===== src/rtl/calc_display.sv =====
// Digit-stream receiver for the calculator: captures 8-digit frames into a shadow
// buffer, commits them atomically and scans them onto 8 common-anode seven-segment digits.
module calc_display #(
    parameter int SCAN_DIV    = 100000,
    parameter bit BLANK_ZEROS = 1'b1
) (
    input  logic       clock,
    input  logic       reset,
    input  logic [1:0] status,
    input  logic [3:0] data,
    input  logic [3:0] pos,
    output logic [7:0] an,
    output logic [6:0] seg,
    output logic       dp,
    output logic       frame_valid
);

    localparam int CW = $clog2(SCAN_DIV);

    logic [7:0][3:0] shadow_r;
    logic [7:0][3:0] display_r;
    logic [7:0]      mask_r;
    logic [CW-1:0]   scan_cnt_r;
    logic [2:0]      scan_idx_r;

    logic [7:0][3:0] shadow_nxt_s;
    logic [7:0]      mask_nxt_s;
    logic            cap_s;
    logic            commit_s;
    logic [6:0]      seg_nxt_s;

    function automatic logic [6:0] bcd_to_seg(input logic [3:0] d);
        logic [6:0] s;
        case (d)
            4'd0:    s = 7'h40;
            4'd1:    s = 7'h79;
            4'd2:    s = 7'h24;
            4'd3:    s = 7'h30;
            4'd4:    s = 7'h19;
            4'd5:    s = 7'h12;
            4'd6:    s = 7'h02;
            4'd7:    s = 7'h78;
            4'd8:    s = 7'h00;
            4'd9:    s = 7'h10;
            default: s = 7'h3F;
        endcase
        return s;
    endfunction

    function automatic logic [6:0] err_to_seg(input logic [2:0] idx);
        logic [6:0] s;
        case (idx)
            3'd0:    s = 7'h23;
            3'd1:    s = 7'h2F;
            3'd2:    s = 7'h2F;
            3'd3:    s = 7'h06;
            default: s = 7'h7F;
        endcase
        return s;
    endfunction

    // A digit above position 0 is blank when it and every digit above it are zero.
    function automatic logic lead_blank(input logic [7:0][3:0] disp, input logic [2:0] idx);
        logic z;
        z = 1'b1;
        for (int k = 0; k < 8; k++) begin
            z = z & ~((k >= int'(idx)) && (disp[k] != 4'd0));
        end
        return (idx != 3'd0) && z;
    endfunction

    // Merge this cycle's capture into shadow/mask and detect the completing write.
    always_comb begin
        cap_s        = (status == 2'b01) && (pos[3] == 1'b0);
        shadow_nxt_s = shadow_r;
        mask_nxt_s   = mask_r;
        if (cap_s) begin
            shadow_nxt_s[pos[2:0]] = data;
            mask_nxt_s[pos[2:0]]   = 1'b1;
        end else begin
            mask_nxt_s = mask_r;
        end
        commit_s = cap_s && (mask_nxt_s == 8'hFF);
    end

    // Segment pattern for the digit currently selected by the scan index.
    always_comb begin
        seg_nxt_s = 7'h7F;
        if (status == 2'b00) begin
            seg_nxt_s = err_to_seg(scan_idx_r);
        end else if (BLANK_ZEROS && lead_blank(display_r, scan_idx_r)) begin
            seg_nxt_s = 7'h7F;
        end else begin
            seg_nxt_s = bcd_to_seg(display_r[scan_idx_r]);
        end
    end

    // Frame capture, abort and atomic commit.
    always_ff @(posedge clock or negedge reset) begin
        if (!reset) begin
            shadow_r    <= '0;
            display_r   <= '0;
            mask_r      <= 8'h00;
            frame_valid <= 1'b0;
        end else begin
            shadow_r <= shadow_nxt_s;
            if (commit_s) begin
                display_r   <= shadow_nxt_s;
                mask_r      <= 8'h00;
                frame_valid <= 1'b1;
            end else if (status != 2'b01) begin
                mask_r      <= 8'h00;
                frame_valid <= 1'b0;
            end else begin
                mask_r      <= mask_nxt_s;
                frame_valid <= 1'b0;
            end
        end
    end

    // Scan timing and registered anode/segment drive.
    always_ff @(posedge clock or negedge reset) begin
        if (!reset) begin
            scan_cnt_r <= '0;
            scan_idx_r <= 3'd0;
            an         <= 8'hFF;
            seg        <= 7'h7F;
            dp         <= 1'b1;
        end else begin
            if (scan_cnt_r == CW'(SCAN_DIV - 1)) begin
                scan_cnt_r <= '0;
                scan_idx_r <= scan_idx_r + 3'd1;
            end else begin
                scan_cnt_r <= scan_cnt_r + CW'(1);
            end
            an  <= ~(8'h01 << scan_idx_r);
            seg <= seg_nxt_s;
            dp  <= 1'b1;
        end
    end

endmodule


===== config.mk =====
export PLATFORM = sky130hd
export DESIGN_NAME = calc_display
export DESIGN_NICKNAME = d
export VERILOG_FILES = /design/src/rtl/calc_display.sv
export SDC_FILE = /design/constraint.sdc
export NUM_CORES = 1
export LEC_CHECK = 0
export CAP_MARGIN = 5
export CELL_PAD_IN_SITES_DETAIL_PLACEMENT = 1
export CELL_PAD_IN_SITES_GLOBAL_PLACEMENT = 1
export CORE_MARGIN = 2
export CORE_UTILIZATION = 40
export DETAILED_ROUTE_END_ITERATION = 16
export GPL_ROUTABILITY_DRIVEN = 0
export PLACE_DENSITY = 0.72
export SETUP_SLACK_MARGIN = 0.15
export SLEW_MARGIN = 20
export SYNTH_ARGS = -nofsm -noshare
export SYNTH_HDL_FRONTEND = slang
export SYNTH_SLANG_ARGS = --single-unit

===== constraint.sdc =====
create_clock -name clock -period 7 [get_ports clock]
set_clock_uncertainty 0.1 [all_clocks]
set_input_delay 0.7 -clock clock [delete_from_list [all_inputs] [get_ports clock]]
set_output_delay 0.7 -clock clock [all_outputs]
set_load 0.05 [all_outputs]

==> results by group, run 1 <==
Outcome
  • Status: finished clean

Synth
  • Cell taking the most area after synthesis: dfrtp_1
  • Syn_nets: slightly above 400
  • Synth area leaders: dfrtp_1 (48%), dfstp_2 (8.1%), mux2_1 (7.4%)
  • Ys Warns: 0
  • Synth async-reset ratio: between 90% and 100%
  • Post-synth top cells: dfrtp_1 (93), nand2_1 (45), mux2_1 (32)
  • Most common cell in the netlist: dfrtp_1
  • Register bit count reported by yosys: ~110
  • Syn avg cell area: about 13 sq um
  • Part of the Yosys area used for sequential elements: 55.6%
  • Main flop type after synthesis: dfrtp_1
  • Mapped cell area: about 5000 sq um
  • Post-synth top area share: between 40% and 50%
  • Post-synth EDFFs: 0
  • Cells after synthesis: 390
  • Netlist cell types: 52

Detailed routing
  • Avg Vias per Cell: ~5.5
  • Residual DRC: 0
  • WL per Instance: around 20 um
  • Remaining antenna violation count: 0
  • DRT Wirelength: 11.2 mm
  • First-pass DRT Iterations: 4
  • Vias post-DR: ~3.1k
  • Iter 0 DRT Violations: 130

Clocking
  • H-tree depth: 3
  • CTS tree: done
  • CTS sink cnt: around 110
  • Post-CTS Hold Buffers: 0
  • Post-CTS Repair Setup Buffers: 0
  • Clock Pin Slew Worst Setup and Hold Paths: approximately 0.08 ns
  • Clock root cell: clkbuf_16
  • Bufs on Longest Clock Path: 2
  • CTS-repair resized insts: 0
  • Num CTS Buffers: 9
  • Clock Latency Late Sink: about 0.35 ns

Final layout
  • Area growth, synth to finish: 14.5%
  • Multi-input logic area: approximately 2000 sq um
  • Share of layout cells above drive strength 1: between 10% and 20%
  • FF/Latch Area: between 2000 and 3000 sq um
  • Fill count: ~1.2k
  • Nets@finish: 439
  • Antenna diode count: 0

Placed design
  • Pre-CTS setup slack: 2.27 ns
  • Port Buffers: 27
  • DPL Wire Length: between 7 and 8 mm

Timing
  • Min Tclk post-route: just over 4 ns
  • Unrepaired setup endpoints after global routing: false
  • Endpoints failing setup: 0
  • Slew margin rel.: roughly a third
  • Setup TNS: 0 ns
  • Final period util: approximately three fifths
  • Slew @ Worst Pin: 0.960 ns
  • Hold_ws: around 0.15 ns
  • Final hold violations: 0
  • Setup WS post-layout: between 2 and 3 ns
  • Slew Viols, Final: 0
  • Fmax: approximately 250 MHz

Power and ir drop
  • PwrDens: 235 nW/um^2
  • Total power: 1.32 mW
  • Leak: 2.60 nW
  • Peak supply drop: between 0.1 and 0.15 mV

Global routing
  • Vias in the first global route: about 3.4k
  • First-pass GRT wire length: approximately 18 mm
  • Total gr overflow: 0
  • Largest net degree at the start of global routing: 84
  • Total Routing Usage GR: ~18%
  • Initial antenna violation count: 0

Critical path
  • Crit path buf inv count: 2
  • Crit end category: register
  • Critical path type: in -> reg
  • CP Data Arrival Time: around 4.2 ns
  • Crit path max-delay family: simple AND/OR/NAND/NOR gates
  • CP startpoint kind: primary input
  • Worst path max stage delay: 0.87 ns
  • Slowest CP cell: and4bb_1
  • Crit-path max FO: 23
  • CP required: slightly above 7 ns
  • CP Cell Sequence: clkdlybuf4s50_1, nor4bb_2, a21oi_1, nor4_1, and4bb_1, buf_4, mux2_1

Floorplan
  • Die height: 115 um
  • I/O pin total: 29
  • Initial Util: 40.9%
  • Core area: 12000 sq um
  • Placement Rows: 40
  • Die W: approximately 110 um
  • Die area: between 10000 and 15000 sq um

Job
  • Max_cap viols: 0

Min path
  • HP Class: in -> async
==> metrics by stage <==
step           cells  util [%]  area (sq um)
2_1_floorplan    390         -          4890
3_3_place_gp     551      44.0          5260
3_5_place_dp     551      44.0          5260
4_1_cts          567      46.7          5590
5_1_grt          567      46.8          5600
6_report         567      46.8          5600
==> state kept, by name, indices dropped and copies added, names as in the netlist <==
name,count
frame_valid,1
seg,7
display_r,32
scan_idx_r,3
shadow_r,32
an,8
mask_r,8
scan_cnt_r,17
==> layout make-up <==
class                   instances  area share, %
multi-input cells             256           36.4
inverters                      10          0.671
clock buffers                   9           4.02
flip-flops and latches        108           48.6
well taps                     147           3.29
clock inverters                 7           1.77
repair buffers                 30           5.25
==> worst register-to-register path, stage by stage, from the launching register on <==
cell and delay, ns:
dfrtp_1 0.84, mux4_2 0.60, mux2i_1 0.77, nor3b_1 0.42, nor2_1 0.11, o2bb2ai_1 0.16
==> layout by cell type, fill, tap and decap left out, types with 2 or more instances in the layout <==
cell / count
nor2_1: 20
clkbuf_16: 9
dfrtp_1: 93
nand4_1: 5
bufinv_16: 2
nor4_1: 11
dfstp_2: 15
mux2_1: 32
and3_1: 2
o21ai_0: 3
o2bb2ai_1: 2
nand2_1: 45
clkinv_4: 2
o22a_1: 3
xnor2_1: 9
clkdlybuf4s50_1: 26
nor3_4: 2
mux2i_1: 7
buf_4: 3
nor3_1: 14
a21o_1: 2
inv_1: 9
mux2_2: 25
ha_1: 12
nand3_1: 8
xor2_1: 7
and2_1: 3
mux4_2: 8
nand4b_1: 2
nor2b_1: 4
and2_0: 2
a21oi_1: 9
==> logic make-up after synthesis <==
group / count (synthesis) / synth area share, %
other: 1 / 0.0767
buffers and inverters: 26 / 2.84
adders and majority gates: 12 / 3.07
and+or+nand+nor: 127 / 13.5
xor gates and xnor gates: 16 / 2.87
AOI/OAI and AO/OA: 28 / 3.76
muxes: 72 / 18.2
DFF: 108 / 55.6
==> worst paths after layout <==
kind                                     from             to  slack, ns  cells past startpoint
worst max-delay path                status[1]   display_r[5]       2.92                      7
worst min-delay path                    reset    shadow_r[9]       0.15                      1
worst max register to register  scan_idx_r[0]         seg[0]       3.93                      5
worst min register to register    shadow_r[1]    shadow_r[1]       0.38                      2
max in group asynchronous               reset  scan_idx_r[1]       5.56                      2
min in group clock                shadow_r[1]    shadow_r[1]       0.38                      2
==> power breakdown <==
| part | total [mW] | internal (mW) | switching [mW] |
|---|---|---|---|
| clock | 0.548 | 0.315 | 0.233 |
| sequential | 0.673 | 0.663 | 0.0104 |
| combinational | 0.0945 | 0.0367 | 0.0578 |
==> routing by layer <==
layer	vias to the layer above	wire length, um	share of wire [%]	track usage (%)
met2	48	5800	52	32.1
met5	-	0	0	0
met3	13	330	2.9	3.44
li1	1431	-	-	-
met1	1638	4860	43	22.6
met4	0	215	1.9	6.75
Power figures use the tool's default switching activity.
==> run 2: changes to the inputs <==
--- a/config.mk
+++ b/config.mk
@@ -12,7 +12,7 @@
 export CORE_UTILIZATION = 40
 export DETAILED_ROUTE_END_ITERATION = 16
 export GPL_ROUTABILITY_DRIVEN = 0
-export PLACE_DENSITY = 0.72
+export PLACE_DENSITY = 0.75
 export SETUP_SLACK_MARGIN = 0.15
 export SLEW_MARGIN = 20
 export SYNTH_ARGS = -nofsm -noshare
==> constraint.sdc (replaced) <==
create_clock -name clock -period 3.4 [get_ports clock]
set_clock_uncertainty 0.1 [all_clocks]
set_input_delay 0.34 -clock clock [delete_from_list [all_inputs] [get_ports clock]]
set_output_delay 0.34 -clock clock [all_outputs]
set_load 0.05 [all_outputs]
==> run 2 against run 1 <==
Effect of this change: sequential share of layout area is 0.56 points lower; cell area rose by 1.2%; highest routed layer unchanged; critical path depth fell by 1; clock-buffer cell count is 2 higher; die area did not move; sequential power rose by 110%; critical path type is now reg -> reg; setup slack got worse by 2.3 ns; clock power up 93%; critical endpoint is now seg[5]; final cell count is 1.6% higher; global-route usage is 0.30 points lower; combinational power grew 110%; hold slack improved by 0.23 ns.
==> results by group, run 2 (same netlist as run 1, synthesis figures left out) <==
Min path
  • HP Class: reg -> reg (was in -> async)
  • Hold-critical path endpoint: shadow_r[1]
  • Hold depth: 2
  • Launch point of the worst hold path: shadow_r[1]

Critical path
  • R2R Setup Slk: 0.63 ns (was 3.93 ns)
  • Crit-path max FO: 12 (was 23)
  • Worst r2r path cells: 6 (was 5)
  • CP required: 3.56 ns (was 7.13 ns)
  • CP Data Arrival Time: 2.93 ns (was 4.20 ns)
  • CP startpoint kind: register (was primary input)
  • Worst flop-to-flop path startpoint: scan_idx_r[0] (unchanged)
  • Critical path type: reg -> reg (was in -> reg)
  • Crit end category: register (unchanged)
  • End of the worst register-to-register path: seg[5] (was seg[0])

Detailed routing
  • First-pass DRT Iterations: 4 (unchanged)
  • Iter 0 DRT Violations: 133 (was 130)
  • Avg Vias per Cell: 5.43 (was 5.52)
  • WL per Instance: 18.8 um (was 19.8 um)
  • Residual DRC: 0 (unchanged)
  • Remaining antenna violation count: 0 (unchanged)
  • DRT Wirelength: 10.8 mm (was 11.2 mm)
  • Vias post-DR: 3128 (was 3130)

Power and ir drop
  • Sw frac: 23.0% (was 22.9%)
  • Clock power frac: 40.2% (was 41.7%)
  • Peak supply drop: 0.228 mV (was 0.127 mV)
  • PwrDens: 467 nW/um^2 (was 235 nW/um^2)
  • NetSw: 0.609 mW (was 0.301 mW)
  • Reg power frac: 52.3% (was 51.2%)
  • Power share of the combinational group: 7.5% (was 7.2%)
  • Int Pwr: 2.04 mW (was 1.01 mW)
  • Leak: 2.64 nW (was 2.60 nW)

Timing
  • Unrepaired setup endpoints after global routing: false (unchanged)
  • Setup TNS: 0 ns (unchanged)
  • Slew @ Worst Pin: 0.788 ns (was 0.960 ns)
  • Fmax: between 300 and 400 MHz
  • Min Tclk post-route: ~2.8 ns
  • Slew Viols, Final: 0 (unchanged)
  • Final period util: between 80 and 90%
  • Final hold violations: 0 (unchanged)
  • Endpoints failing setup: 0 (unchanged)
  • Hold_ws: 0.380 ns (was 0.152 ns)
  • Slew margin rel.: 47.5% (was 34.1%)

Floorplan
  • Die height: 115 um (unchanged)
  • Die W: 115 um (unchanged)
  • I/O pin total: 29 (unchanged)
  • Initial Util: 40.9% (unchanged)
  • Die area: 13100 sq um (unchanged)
  • Placement Rows: 40 (unchanged)
  • Core area: 12000 sq um (unchanged)

Clocking
  • Clock root cell: clkbuf_16 (unchanged)
  • CTS sink cnt: 108 (unchanged)
  • Bufs on Longest Clock Path: 2 (unchanged)
  • Post-CTS Repair Setup Buffers: 0 (unchanged)
  • CTS tree: done (unchanged)
  • Clock Pin Slew Worst Setup and Hold Paths: 0.07 ns (was 0.08 ns)
  • Num CTS Buffers: 9 (unchanged)
  • Clock Latency Late Sink: 0.35 ns (about the same)
  • H-tree depth: 3 (unchanged)

Global routing
  • First-pass GRT wire length: 18.3 mm (was 18.0 mm)
  • Vias in the first global route: 3401 (was 3371)
  • Total Routing Usage GR: 18.1% (was 18.4%)
  • Total gr overflow: 0 (unchanged)
  • Initial antenna violation count: 0 (unchanged)
  • Largest net degree at the start of global routing: 61 (was 84)

Placed design
  • DPL Wire Length: 7.71 mm (was 7.69 mm)
  • Port Buffers: 27 (unchanged)

Outcome
  • Status: finished clean (unchanged)

Final layout
  • Nets@finish: 448 (was 439)
  • Most frequent cells in the layout: dfrtp_1 (93), nand2_1 (45), mux2_1 (32) (unchanged)
  • Share of layout cells above drive strength 1: 18.6% (was 17.6%)
  • Regs by FF count: display_r x32, shadow_r x32, scan_cnt_r x17 (unchanged)
  • Antenna diode count: 0 (unchanged)
  • Area growth, synth to finish: 15.8% (was 14.5%)
  • Commonest non-fill, non-tap cell in the layout: dfrtp_1 (unchanged)

Job
  • Max_cap viols: 0 (unchanged)
==> run 2: worst max-delay path by stage <==
stage / startpoint / end / slack [ns] / depth (start not counted)
2_1_floorplan: scan_idx_r[0] / seg[3] / 0.90 / 10
3_3_place_gp: status[1] / display_r[6] / 0.34 / 7
3_5_place_dp: status[1] / display_r[3] / 0.25 / 7
4_1_cts: scan_idx_r[0] / seg[0] / 0.56 / 6
5_1_grt: scan_idx_r[0] / seg[0] / 0.28 / 6
6_report: scan_idx_r[0] / seg[5] / 0.63 / 6
==> run 2: routing by layer <==
| layer | routed length [um] | track usage, % | up-vias |
|---|---|---|---|
| met5 | 0 | 0 | - |
| met4 | 182 | 6.83 | 0 |
| met3 | 166 | 2.49 | 15 |
| met2 | 5470 | 30.5 | 25 |
| met1 | 4980 | 23.7 | 1645 |
| li1 | - | - | 1443 |
==> run 2: power groups by stage <==
stage | Combinational [mW] | Clock, mW | Sequential [mW]
after floorplan | 0.0959 | 0 | 1.42
after global placement | 0.189 | 0 | 1.40
after detailed placement | 0.200 | 0 | 1.41
after CTS | 0.202 | 1.08 | 1.39
after global routing | 0.219 | 1.14 | 1.39
final | 0.197 | 1.06 | 1.38
==> run 2: critical path, stage by stage, from the launching register on <==
cell	delay [ns]
dfrtp_1	0.73
inv_1	0.22
ha_1	0.35
or3_1	0.46
nor4_1	0.52
nor2_1	0.14
o2bb2ai_1	0.16
==> run 2: what timing repair did <==
action                    CTS  global route
hold buffers                1             0
gates resized for setup     0             0
hold endpoints to repair   33             0
==> run 2: cell type report <==
cell class / instances / area [sq um]
Clock buffer: 11 / 243
Clock inverter: 5 / 61.3
Fill cell: 1248 / 6300
Inverter: 10 / 37.5
Multi-Input combinational cell: 256 / 2030
Sequential cell: 108 / 2720
Tap cell: 147 / 184
Timing Repair Buffer: 39 / 385
==> run 2: metrics by stage <==
step	util, %	setup WS (ns)	cells	cell area, sq um	power, mW
2_1_floorplan	-	0.899	390	4890	1.51
3_3_place_gp	44.7	0.338	559	5350	1.59
3_5_place_dp	44.7	0.253	559	5350	1.61
4_1_cts	47.3	0.559	576	5660	2.67
5_1_grt	47.3	0.278	576	5660	2.75
6_report	47.3	0.631	576	5660	2.64
